<file path="src/rtl/enxague_programavel_if.sv">
// Control/status bundle of the programmable rinse sequencer.
// master drives the program request and pause; slave (the sequencer) drives the actuators and status.
interface enxague_programavel_if #(
    parameter int TEMPO_W  = 8,
    parameter int CICLOS_W = 3
);
    logic                start;
    logic                pausa;
    logic [TEMPO_W-1:0]  tempo_encher;
    logic [TEMPO_W-1:0]  tempo_agitar;
    logic [TEMPO_W-1:0]  tempo_drenar;
    logic [CICLOS_W-1:0] n_ciclos;
    logic                enxaguar_ativo;
    logic                valvula_agua;
    logic                motor;
    logic                bomba_dreno;
    logic [CICLOS_W-1:0] ciclo_atual;
    logic                fim;

    modport master (
        output start, pausa, tempo_encher, tempo_agitar, tempo_drenar, n_ciclos,
        input  enxaguar_ativo, valvula_agua, motor, bomba_dreno, ciclo_atual, fim
    );

    modport slave (
        input  start, pausa, tempo_encher, tempo_agitar, tempo_drenar, n_ciclos,
        output enxaguar_ativo, valvula_agua, motor, bomba_dreno, ciclo_atual, fim
    );
endinterface

</file>
<file path="src/rtl/enxague_programavel.sv">
// Rinse sequencer: fill/agitate/drain repeated n_ciclos times, then a one-cycle fim pulse.
// Program starts one edge after start; no flow control, pausa freezes state and gates actuators.
module enxague_programavel #(
    parameter int TEMPO_W  = 8,
    parameter int CICLOS_W = 3
) (
    input  logic                   clock,
    input  logic                   reset,
    enxague_programavel_if.slave   bus
);

    typedef enum logic [2:0] {IDLE, ENCHER, AGITAR, DRENAR, FIM} estado_t;

    typedef struct packed {
        logic [TEMPO_W-1:0]  encher;
        logic [TEMPO_W-1:0]  agitar;
        logic [TEMPO_W-1:0]  drenar;
        logic [CICLOS_W-1:0] n_ciclos;
    } cfg_t;

    estado_t             estado_q, estado_nxt;
    logic [TEMPO_W-1:0]  cnt_q, cnt_nxt;
    logic [CICLOS_W-1:0] ciclo_q, ciclo_nxt;
    cfg_t                cfg_q, cfg_nxt, cfg_in;
    estado_t             alvo;

    assign cfg_in = {bus.tempo_encher, bus.tempo_agitar, bus.tempo_drenar, bus.n_ciclos};

    // Returns FIM when every phase has zero length.
    function automatic estado_t primeira_fase(input cfg_t c);
        if (c.encher != '0)      return ENCHER;
        else if (c.agitar != '0) return AGITAR;
        else if (c.drenar != '0) return DRENAR;
        else                     return FIM;
    endfunction

    // IDLE is used as the "repetition finished" marker here.
    function automatic estado_t fase_seguinte(input estado_t e, input cfg_t c);
        estado_t r;
        r = IDLE;
        case (e)
            ENCHER: begin
                if (c.agitar != '0)      r = AGITAR;
                else if (c.drenar != '0) r = DRENAR;
            end
            AGITAR: begin
                if (c.drenar != '0) r = DRENAR;
            end
            default: r = IDLE;
        endcase
        return r;
    endfunction

    function automatic logic [TEMPO_W-1:0] duracao(input estado_t e, input cfg_t c);
        logic [TEMPO_W-1:0] r;
        case (e)
            ENCHER:  r = c.encher;
            AGITAR:  r = c.agitar;
            DRENAR:  r = c.drenar;
            default: r = '0;
        endcase
        return r;
    endfunction

    always_ff @(posedge clock) begin
        if (reset) begin
            estado_q <= IDLE;
            cnt_q    <= '0;
            ciclo_q  <= '0;
            cfg_q    <= '0;
        end else begin
            estado_q <= estado_nxt;
            cnt_q    <= cnt_nxt;
            ciclo_q  <= ciclo_nxt;
            cfg_q    <= cfg_nxt;
        end
    end

    always_comb begin
        estado_nxt = estado_q;
        cnt_nxt    = cnt_q;
        ciclo_nxt  = ciclo_q;
        cfg_nxt    = cfg_q;
        alvo       = IDLE;
        case (estado_q)
            IDLE: begin
                if (bus.start) begin
                    cfg_nxt = cfg_in;
                    alvo    = primeira_fase(cfg_in);
                    if (cfg_in.n_ciclos == '0 || alvo == FIM) begin
                        estado_nxt = FIM;
                        cnt_nxt    = '0;
                        ciclo_nxt  = '0;
                    end else begin
                        estado_nxt = alvo;
                        cnt_nxt    = duracao(alvo, cfg_in) - TEMPO_W'(1);
                        ciclo_nxt  = CICLOS_W'(1);
                    end
                end
            end
            ENCHER, AGITAR, DRENAR: begin
                if (!bus.pausa) begin
                    if (cnt_q != '0) begin
                        cnt_nxt = cnt_q - TEMPO_W'(1);
                    end else begin
                        alvo = fase_seguinte(estado_q, cfg_q);
                        if (alvo != IDLE) begin
                            estado_nxt = alvo;
                            cnt_nxt    = duracao(alvo, cfg_q) - TEMPO_W'(1);
                        end else if (ciclo_q < cfg_q.n_ciclos) begin
                            alvo       = primeira_fase(cfg_q);
                            estado_nxt = alvo;
                            cnt_nxt    = duracao(alvo, cfg_q) - TEMPO_W'(1);
                            ciclo_nxt  = ciclo_q + CICLOS_W'(1);
                        end else begin
                            estado_nxt = FIM;
                            cnt_nxt    = '0;
                            ciclo_nxt  = '0;
                        end
                    end
                end
            end
            FIM: begin
                estado_nxt = IDLE;
                ciclo_nxt  = '0;
            end
            default: begin
                estado_nxt = IDLE;
                cnt_nxt    = '0;
                ciclo_nxt  = '0;
            end
        endcase
    end

    always_comb begin
        bus.enxaguar_ativo = (estado_q == ENCHER) || (estado_q == AGITAR) || (estado_q == DRENAR);
        bus.valvula_agua   = (estado_q == ENCHER) && !bus.pausa;
        bus.motor          = (estado_q == AGITAR) && !bus.pausa;
        bus.bomba_dreno    = (estado_q == DRENAR) && !bus.pausa;
        bus.ciclo_atual    = bus.enxaguar_ativo ? ciclo_q : '0;
        bus.fim            = (estado_q == FIM);
    end

endmodule

</file>
<file path="src/flat_wrapper.sv">
// flat-port wrapper written by rule: the top's interface ports become plain ports
module enxague_programavel_flat 
#(
    parameter int TEMPO_W  = 8,
    parameter int CICLOS_W = 3
)
  (clock, reset, bus_start, bus_pausa, bus_tempo_encher, bus_tempo_agitar, bus_tempo_drenar, bus_n_ciclos, bus_enxaguar_ativo, bus_valvula_agua, bus_motor, bus_bomba_dreno, bus_ciclo_atual, bus_fim);
  enxague_programavel_if #(.TEMPO_W(TEMPO_W), .CICLOS_W(CICLOS_W)) bus_i ();
  input  logic clock;
  input  logic reset;
  input wire logic [$bits(bus_i.start)-1:0] bus_start;
  input wire logic [$bits(bus_i.pausa)-1:0] bus_pausa;
  input wire logic [$bits(bus_i.tempo_encher)-1:0] bus_tempo_encher;
  input wire logic [$bits(bus_i.tempo_agitar)-1:0] bus_tempo_agitar;
  input wire logic [$bits(bus_i.tempo_drenar)-1:0] bus_tempo_drenar;
  input wire logic [$bits(bus_i.n_ciclos)-1:0] bus_n_ciclos;
  output wire logic [$bits(bus_i.enxaguar_ativo)-1:0] bus_enxaguar_ativo;
  output wire logic [$bits(bus_i.valvula_agua)-1:0] bus_valvula_agua;
  output wire logic [$bits(bus_i.motor)-1:0] bus_motor;
  output wire logic [$bits(bus_i.bomba_dreno)-1:0] bus_bomba_dreno;
  output wire logic [$bits(bus_i.ciclo_atual)-1:0] bus_ciclo_atual;
  output wire logic [$bits(bus_i.fim)-1:0] bus_fim;
  assign bus_i.start = bus_start;
  assign bus_i.pausa = bus_pausa;
  assign bus_i.tempo_encher = bus_tempo_encher;
  assign bus_i.tempo_agitar = bus_tempo_agitar;
  assign bus_i.tempo_drenar = bus_tempo_drenar;
  assign bus_i.n_ciclos = bus_n_ciclos;
  assign bus_enxaguar_ativo = bus_i.enxaguar_ativo;
  assign bus_valvula_agua = bus_i.valvula_agua;
  assign bus_motor = bus_i.motor;
  assign bus_bomba_dreno = bus_i.bomba_dreno;
  assign bus_ciclo_atual = bus_i.ciclo_atual;
  assign bus_fim = bus_i.fim;
  enxague_programavel #(.TEMPO_W(TEMPO_W), .CICLOS_W(CICLOS_W)) u_core (.clock(clock), .reset(reset), .bus(bus_i));
endmodule
</file>
<file path="config.mk">
export PLATFORM = sky130hd
export DESIGN_NAME = enxague_programavel_flat
export DESIGN_NICKNAME = d
export VERILOG_FILES = /design/src/rtl/enxague_programavel_if.sv /design/src/rtl/enxague_programavel.sv /design/src/flat_wrapper.sv
export SDC_FILE = /design/constraint.sdc
export NUM_CORES = 1
export LEC_CHECK = 0
export BUFFER_PORTS_ARGS = -buffer_cell sky130_fd_sc_hd__buf_2
export CORE_MARGIN = 2
export CORE_UTILIZATION = 55
export CTS_CLUSTER_DIAMETER = 150
export DETAILED_ROUTE_END_ITERATION = 8
export HOLD_SLACK_MARGIN = 0.02
export PLACE_DENSITY_LB_ADDON = 0.2
export SYNTH_ARGS = -nofsm -noshare
export SYNTH_HDL_FRONTEND = slang
export SYNTH_SLANG_ARGS = --single-unit
</file>
<file path="constraint.sdc">
create_clock -name clock -period 7.1 [get_ports clock]
set_input_delay 1.42 -clock clock [delete_from_list [all_inputs] [get_ports clock]]
set_output_delay 1.42 -clock clock [all_outputs]
set_load 0.005 [all_outputs]
</file>
==> flow_summary.json, run 1 <==
{
  "hpwl_um": 8030,
  "min_period_ns": 3.90,
  "tritoncts": "built",
  "yosys.area.top_type": "dfxtp_1",
  "clockRootBuffer": "clkbuf_8",
  "antenna_found_initial": 0,
  "firstDrtPassIters": 5,
  "synth_edf_count": 0,
  "clk_path_buf_depth": 2,
  "port_buffers": 38,
  "leakagePower_nw": 1.36,
  "wirelength_um": 10500,
  "maxCapViolCount": 0,
  "ant_nets": 0,
  "cts_buffers": 5,
  "diodes": 0,
  "worst_slew_pin_slew_ns": 0.952,
  "clkTransAtPathRegs_ns": 0.09,
  "syn-num-nets": 500,
  "gp_congestion": 0.956,
  "ys_seq_area_share_pct": 24.8,
  "placed_area_um2": 3490,
  "instances_no_fill": 557,
  "fp.coreArea_um2": 5890,
  "post-cts-setup-buffers": 0,
  "met1_usage_pct": 45.7,
  "grt_remaining_overflow": 0,
  "regToRegStartpoint": "u_core.cfg_q[26]",
  "crit_fanout": 7,
  "syn_area_um2": 3310,
  "crit_start": "bus_tempo_agitar[7]",
  "hold_viol": 0,
  "post_cts_resized": 0,
  "peakVddDrop_mv": 0.295,
  "fin_tns_setup_ns": 0,
  "max_freq_mhz": 257,
  "syn_inst": 461,
  "vias": 3655,
  "wl_per_cell_um": 18.9,
  "drtIter0Drc": 329,
  "status": "finished clean",
  "cp.required_ns": 7.24,
  "setup_viol_count_final": 0,
  "fp-row-count": 28,
  "fin_nets": 520,
  "grt_use_total_pct": 32.7,
  "yosysMostFrequentCell": "nand2_1",
  "drv_slew": 0,
  "start_util_pct": 56.3,
  "startpoint_type": "input port",
  "arrival_ns": 4.03,
  "yosysWarningCount": 0,
  "fp.dieW_um": 81.6,
  "timing.hold.ws_ns": 0.460,
  "grt_use_met2_pct": 50.2,
  "drive_above_1_share_pct": 14.5,
  "fin_crit_sh_pct": 54.9,
  "min_from": "u_core.cfg_q[2]",
  "netlist_top_cells_area": "dfxtp_1, a21oi_1, nand2_1",
  "die_y_um": 81.6,
  "avgSynthCellArea_um2": 7.19,
  "power_density_nw_per_um2": 389,
  "synth_common_cells": "nand2_1, a21oi_1, dfxtp_1",
  "fin_skew_ns": 0.00482,
  "crit_path_end_kind": "register",
  "drcViolationCount": 0,
  "cts.sinks": 41,
  "num_io_pins": 39,
  "dieArea_um2": 6660,
  "grt_max_degree": 43,
  "clk_latency_ns": 0.30,
  "synth_cell_types": 72,
  "rsz0062_at_grt": "false",
  "ys_ff_latch": 41,
  "worstSetupPathType": "in -> reg",
  "synth-main-ff-cell": "dfxtp_1",
  "grt_pass1_vias": 3227,
  "dp_cells": 549,
  "post-place-ws_ns": 2.90,
  "hold_buffers": 0,
  "met3_usage_pct": 7.36,
  "busiest_layer": "met2",
  "viasPerCell": 6.56,
  "area_delta_synth_final_pct": 8.08,
  "layout_setup_ws_ns": 3.20,
  "async_reset_ff_share_pct": 0,
  "grt_first_pass_wirelength_um": 16600,
  "netlist.area_leader.share_pct": 24.8,
  "holdCritPathClass": "reg -> reg",
  "slew_headroom_pct": 35.6,
  "htree_num_levels": 2,
  "stdcell_area_um2": 3580
}
==> registers in the layout, summed over array words and instances (netlist names) <==
name,flops
u_core.ciclo_q,3
u_core.cnt_q,8
u_core.cfg_q,27
u_core.estado_q,3
==> layout make-up <==
type	count	area (um^2)
timing repair buffer	39	198
multi-input combinational	381	2330
fill	578	2300
sequential	41	821
clock inverter	3	22.5
clock buffer	5	68.8
tap	75	93.8
inverter	13	48.8
==> stage by stage <==
step,utilization (%),power (mW)
floorplan,-,1.01
global placement,59.3,1.21
detailed placement,59.3,1.22
CTS,60.8,1.38
global route,60.8,1.50
finish,60.8,1.39
==> critical path: stages <==
cell and delay [ns]:
buf_2 0.12, nor4_1 0.71, and2_0 0.43, a21oi_1 0.12, nor2_1 0.17, nor2_1 0.06
ha_1 0.21, nand2_1 0.09, nor4_1 0.06, xor2_1 0.20, a221oi_1 0.30, a221oi_1 0.13
==> final timing paths <==
kind         slack, ns         endpoint  cells past startpoint
max               3.20  u_core.cnt_q[6]                     12
max reg2reg       4.17  u_core.cnt_q[6]                      9
min               0.46  u_core.cfg_q[2]                      2
min reg2reg       0.46  u_core.cfg_q[2]                      2
==> per-layer routing <==
metal,vias up,part of all wire (%)
met4,0,2.3
met5,-,0
met2,164,45
li1,1751,-
met1,1714,45
met3,26,7.8
==> cell usage in the layout, fill, tap and decap left out, types with 3 or more instances in the layout <==
| cell | n |
|---|---|
| nand2_1 | 82 |
| ha_1 | 8 |
| clkinvlp_4 | 3 |
| xor2_1 | 6 |
| clkbuf_8 | 5 |
| a221oi_1 | 8 |
| nor2b_1 | 5 |
| a22oi_1 | 5 |
| nand3_1 | 7 |
| or3_1 | 5 |
| dfxtp_1 | 41 |
| a31oi_1 | 6 |
| o21bai_1 | 6 |
| inv_1 | 13 |
| buf_2 | 38 |
| a31o_2 | 4 |
| o31ai_1 | 3 |
| nand2b_1 | 4 |
| nor4b_1 | 4 |
| a211oi_1 | 3 |
| a41oi_1 | 3 |
| o21ai_0 | 19 |
| a21oi_1 | 62 |
| nor4_1 | 7 |
| a21o_1 | 5 |
| nor3_1 | 22 |
| nor2_1 | 31 |
| xnor2_1 | 5 |
| nor4_2 | 5 |
| a22o_1 | 3 |
| nand4_1 | 4 |
| and2_1 | 8 |
==> report_power, final <==
group	switching [mW]	internal [mW]	total, mW	leakage (nW)
clock	0.0893	0.0690	0.158	0.0364
sequential	0.0991	0.286	0.385	0.336
combinational	0.534	0.315	0.849	0.990
total	0.723	0.670	1.39	1.36
==> kinds of logic (layout without fill, tap and decap cells) <==
kind of cell             count (synthesis)  after routing  synth area share [%]
AND/OR/NAND/NOR                        204            204                  32.5
adder cells (fa/ha/maj)                  8              8                  3.02
AO/OA/AOI/OAI                          155            155                  30.9
buffers and inverters                   39             60                  4.95
flip-flops                              41             41                  24.8
XOR/XNOR                                11             11                  2.91
multiplexers                             3              3                 0.982
(Power assumes the default switching activity.)
==> run 2: changes to the inputs <==
==> constraint.sdc (replaced) <==
create_clock -name clock -period 3.7 [get_ports clock]
set_input_delay 0.74 -clock clock [delete_from_list [all_inputs] [get_ports clock]]
set_output_delay 0.74 -clock clock [all_outputs]
set_load 0.005 [all_outputs]
==> run 2 against run 1 <==
Net effect:
- final cell count grew 0.72%
- largest power group unchanged
- largest cell class unchanged
- clock power grew 92%
- flip-flop and latch count is the same
- die area is the same
- via count grew 1.3%
- global-route usage shrank 0.43 points
- critical path type is now reg -> reg
- clock skew grew 0.0043 ns
- clock-buffer cell count grew 1
- highest routed layer unchanged
- utilization grew 0.45 points
- first-iteration DRC count grew 35%
- routed wire length shrank 2.1%
- total power grew 91%
==> flow_summary.json, run 2 (synthesized netlist as in run 1, its figures left out) <==
{
  "status": "finished clean",
  "slew_headroom_pct": 32.0,
  "gp_congestion": 0.957,
  "fp.coreArea_um2": 5890,
  "top_regs": "u_core.cfg_q (27), u_core.cnt_q (8)",
  "top_layer": "met4",
  "post-cts-setup-buffers": 0,
  "hold_viol": 0,
  "hold_buffers": 0,
  "grt_max_degree": 43,
  "fin_tns_setup_ns": 0,
  "crit_family": "simple AND/OR/NAND/NOR gates",
  "clockRootBuffer": "clkbuf_8",
  "clk_path_buf_depth": 2,
  "worst_slew_pin_slew_ns": 1.01,
  "diodes": 0,
  "hpwl_um": 7790,
  "min_to": "u_core.cfg_q[2]",
  "reg2reg_to": "u_core.cnt_q[6]",
  "viasPerCell": 6.60,
  "layout_setup_ws_ns": 0.697,
  "max_freq_mhz": 333,
  "slowest_stage": "nor4_2",
  "wl_per_cell_um": 18.3,
  "layout_commonest_cell": "nand2_1",
  "largest_reg_flops": 27,
  "hold_depth": 2,
  "start_util_pct": 56.3,
  "htree_num_levels": 2,
  "cp.required_ns": 3.90,
  "drv_slew": 0,
  "met1_length_um": 4560,
  "grt_pass1_vias": 3227,
  "fin_nets": 524,
  "power_density_nw_per_um2": 739,
  "area_delta_synth_final_pct": 8.87,
  "tritoncts": "built",
  "worstSetupPathType": "reg -> reg",
  "drcViolationCount": 0,
  "fin_skew_ns": 0.00908,
  "min_from": "u_core.cfg_q[2]",
  "antenna_found_initial": 0,
  "post_cts_resized": 0,
  "cts_buffers": 5,
  "fp-row-count": 28,
  "setup_viol_count_final": 0,
  "wirelength_um": 10300,
  "path_cells": "nor4_2 -> nand4_1 -> o21a_1 -> ha_1 -> o2111ai_1 -> nor2_1 -> xnor2_1 -> a221oi_1 -> a221oi_1",
  "grt_use_total_pct": 32.3,
  "rsz0062_at_grt": "false",
  "fill_cells": 570,
  "fp.dieW_um": 81.6,
  "leakagePower_nw": 1.38,
  "clkTransAtPathRegs_ns": 0.09,
  "arrival_ns": 3.21,
  "fin_crit_sh_pct": 81.2,
  "grt_first_pass_wirelength_um": 16400,
  "die_y_um": 81.6,
  "met3_wirelength_um": 842,
  "cts.sinks": 41,
  "port_buffers": 38,
  "startpoint_type": "register",
  "maxCapViolCount": 0,
  "cpMostUsedCell": "a221oi_1",
  "peakVddDrop_mv": 0.554,
  "holdCritPathClass": "reg -> reg",
  "drtIter0Drc": 445,
  "firstDrtPassIters": 7,
  "wl_met2_um": 4670,
  "regMostFlops": "u_core.cfg_q",
  "crit_path_end_kind": "register",
  "ant_nets": 0,
  "r2r_setup_slack_ns": 0.70,
  "drive_above_1_share_pct": 15.0,
  "dieArea_um2": 6660,
  "clk_latency_ns": 0.30,
  "cp_num_buf_inv": 0,
  "crit_fanout": 8,
  "min_period_ns": 3.00,
  "vias": 3702,
  "layout_common_cells": "nand2_1, a21oi_1, dfxtp_1, buf_2, nor2_1",
  "post-place-ws_ns": 0.477,
  "worst_r2r_path_depth": 9,
  "num_io_pins": 39,
  "slowest_delay_ns": 0.60,
  "grt_remaining_overflow": 0,
  "regToRegStartpoint": "u_core.cfg_q[26]"
}
## run 2: metrics by stage
| step | total power [mW] | utilization (%) | std cells | cell area (um^2) | hold slack [ns] |
|---|---|---|---|---|---|
| after floorplan | 1.93 | - | 461 | 3310 | 0.436 |
| after global placement | 2.31 | 59.8 | 553 | 3520 | 0.446 |
| after detailed placement | 2.32 | 59.8 | 553 | 3520 | 0.448 |
| after CTS | 2.62 | 61.3 | 561 | 3610 | 0.459 |
| after global routing | 2.86 | 61.3 | 561 | 3610 | 0.484 |
| final | 2.67 | 61.3 | 561 | 3610 | 0.456 |
## run 2: worst max-delay path by stage
stage / slack (ns) / to / from / depth (start not counted)
floorplan: 0.71 / u_core.cnt_q[6] / bus_tempo_encher[0] / 11
global placement: 0.55 / u_core.cnt_q[6] / bus_tempo_encher[0] / 11
detailed placement: 0.48 / u_core.cnt_q[6] / bus_tempo_encher[0] / 11
CTS: 0.79 / u_core.cnt_q[6] / bus_tempo_encher[0] / 11
global route: 0.63 / u_core.cnt_q[6] / u_core.cfg_q[26] / 9
finish: 0.70 / u_core.cnt_q[6] / u_core.cfg_q[26] / 9
## run 2: metal layers
metal / GRT usage, % / vias up
li1: - / 1757
met1: 46.1 / 1725
met2: 48.9 / 195
met3: 5.93 / 25
met4: 10.7 / 0
met5: 0 / -
## run 2: area by class of cell
cell class / count / area, um^2 / area share [%]
clock buffer: 6 / 72.6 / 2.01
clock inverter: 2 / 15.0 / 0.416
inverter: 13 / 48.8 / 1.35
multi-input combinational: 381 / 2330 / 64.6
sequential: 41 / 821 / 22.8
tap: 75 / 93.8 / 2.60
timing repair buffer: 43 / 228 / 6.31
## run 2: worst reg2reg max path, delay by kind of cell, from the launching register on
kind                       cells  cell delay [ns]
AOI/OAI and AO/OA              4             0.92
adders and majority gates      1             0.24
DFF                            1             0.39
and+or+nand+nor                3             1.11
xor gates and xnor gates       1             0.25
## run 2: power breakdown
part | internal (mW) | leakage (nW) | switching [mW]
logic | 0.606 | 1.01 | 1.02
clock network | 0.133 | 0.0374 | 0.170
registers | 0.549 | 0.336 | 0.184
==> run 3: changes to the inputs <==
--- a/config.mk
+++ b/config.mk
@@ -7,7 +7,7 @@
 export LEC_CHECK = 0
 export BUFFER_PORTS_ARGS = -buffer_cell sky130_fd_sc_hd__buf_2
 export CORE_MARGIN = 2
-export CORE_UTILIZATION = 55
+export CORE_UTILIZATION = 54
 export CTS_CLUSTER_DIAMETER = 150
 export DETAILED_ROUTE_END_ITERATION = 8
 export HOLD_SLACK_MARGIN = 0.02
==> constraint.sdc (replaced) <==
create_clock -name clock -period 2.6 [get_ports clock]
set_input_delay 0.52 -clock clock [delete_from_list [all_inputs] [get_ports clock]]
set_output_delay 0.52 -clock clock [all_outputs]
set_load 0.005 [all_outputs]
==> run 3 against run 2 <==
Net effect:
- final cell count increased by 11%
- sequential share of layout area decreased by 3.2 points
- sequential power increased by 32%
- global-route usage increased by 1.6 points
- routed wire length increased by 8.9%
- worst hold slack improved by 0.0040 ns
- utilization increased by 9.6 points
- non-clock buffer count increased by 60
- die area increased by 1.8%
- via count increased by 7.5%
- final area increased by 16%
==> flow_summary.json, run 3 (synthesized netlist as in run 1, its figures left out) <==
{
  "path_cells": "buf_2 -> or4_4 -> or3_4 -> buf_4 -> nor3_4 -> or4b_1 -> o32a_1 -> o21ai_1 -> a32o_1",
  "fp.coreArea_um2": 5920,
  "leakagePower_nw": 1.73,
  "clockRootBuffer": "clkbuf_8",
  "hold_buffers": 0,
  "cts.sinks": 41,
  "post-place-ws_ns": -0.285,
  "slew_headroom_pct": 55.3,
  "htree_num_levels": 2,
  "vias": 3979,
  "worst_r2r_path_depth": 11,
  "multi_input_area_um2": 2420,
  "clk_path_buf_depth": 2,
  "wl_met2_um": 5220,
  "peakVddDrop_mv": 0.633,
  "drv_slew": 0,
  "die_y_um": 82.3,
  "regArea_um2": 822,
  "layout_common_cells": "nand2_1, buf_4, a21oi_1, dfxtp_1, buf_2",
  "fp-row-count": 28,
  "drcViolationCount": 0,
  "grt_use_total_pct": 33.8,
  "ant_nets": 0,
  "met1_length_um": 4500,
  "layout_setup_ws_ns": 0.0588,
  "viasPerCell": 6.41,
  "met3_wirelength_um": 933,
  "power_mw": 4.48,
  "crit_path_end_kind": "register",
  "worst_slew_pin_slew_ns": 0.665,
  "clk_latency_ns": 0.30,
  "firstDrtPassIters": 6,
  "slowest_stage": "or4_4",
  "hold_depth": 3,
  "rsz0062_at_grt": "false",
  "fin_tns_setup_ns": 0,
  "grt_pass1_vias": 3595,
  "power_density_nw_per_um2": 1070,
  "drive_above_1_share_pct": 27.3,
  "holdCritPathClass": "in -> reg",
  "drtIter0Drc": 533,
  "cp.required_ns": 2.80,
  "startpoint_type": "input port",
  "port_buffers": 38,
  "worstSetupPathType": "in -> reg",
  "dieArea_um2": 6780,
  "grt_first_pass_wirelength_um": 17400,
  "setup_viol_count_final": 0,
  "wl_per_cell_um": 18.0,
  "layout_commonest_cell": "nand2_1",
  "gp_congestion": 0.957,
  "tritoncts": "built",
  "grt_remaining_overflow": 0,
  "top_regs": "u_core.cfg_q (27), u_core.cnt_q (8)",
  "slowest_delay_ns": 0.52,
  "hpwl_um": 8530,
  "wirelength_um": 11200,
  "diodes": 0,
  "fill_cells": 510,
  "cts_buffers": 5,
  "antenna_found_initial": 0,
  "crit_fanout": 5,
  "clkTransAtPathRegs_ns": 0.09,
  "fp.dieW_um": 82.3,
  "regMostFlops": "u_core.cfg_q",
  "top_layer": "met4",
  "fin_crit_sh_pct": 97.7,
  "num_io_pins": 39,
  "min_period_ns": 2.54,
  "start_util_pct": 56.0,
  "max_freq_mhz": 394,
  "area_delta_synth_final_pct": 26.7,
  "fin_skew_ns": 0.00700,
  "maxCapViolCount": 0,
  "fin_nets": 584,
  "largest_reg_flops": 27,
  "status": "finished clean",
  "arrival_ns": 2.74,
  "hold_viol": 0,
  "grt_max_degree": 42
}
[run 3: routing by layer]
metal | vias up | GRT usage (%)
li1 | 1876 | -
met1 | 1842 | 43.1
met2 | 212 | 55.2
met3 | 49 | 4.89
met4 | 0 | 17.7
met5 | - | 0
[run 3: layout make-up]
type	count	area share (%)
clock buffer	5	1.64
clock inverter	3	1.64
inverter	13	1.16
multi-input combinational	381	57.6
sequential	41	19.6
tap	75	2.24
timing repair buffer	103	16.2
[run 3: final timing paths]
path,from,endpoint,slack [ns]
hold / removal,bus_n_ciclos[0],u_core.cfg_q[0],0.46
setup reg to reg,u_core.cfg_q[24],u_core.cnt_q[6],0.13
setup / recovery,bus_tempo_encher[6],u_core.cnt_q[0],0.06
hold reg to reg,u_core.cfg_q[0],u_core.cfg_q[0],0.47
[run 3: power breakdown]
group	leakage [nW]	total, mW	switching, mW	internal, mW
registers	0.337	0.970	0.188	0.782
logic	1.32	2.88	1.68	1.20
clock network	0.0687	0.635	0.248	0.387
total	1.73	4.48	2.12	2.37
[run 3: per-stage QoR]
stage | area [um^2] | cells | hold slack [ns] | util, %
6_report | 4200 | 621 | 0.460 | 70.9
5_1_grt | 4200 | 621 | 0.455 | 70.9
4_1_cts | 4130 | 620 | 0.461 | 69.8
3_5_place_dp | 3990 | 612 | 0.455 | 67.5
2_1_floorplan | 3340 | 461 | 0.436 | -
3_3_place_gp | 3990 | 612 | 0.446 | 67.5
[run 3: critical path, delay by kind of cell]
kind,cells,cell delay (ns)
buffers and inverters,2,0.27
AO/OA/AOI/OAI,3,0.46
AND/OR/NAND/NOR,4,1.50
[run 3: what timing repair did]
action | 4_1_cts | 5_1_grt
buffers inserted | 0 | 1
endpoints found under the hold margin | 0 | 0
gates resized for setup | 0 | 13
endpoints found under the setup margin | 0 | 7
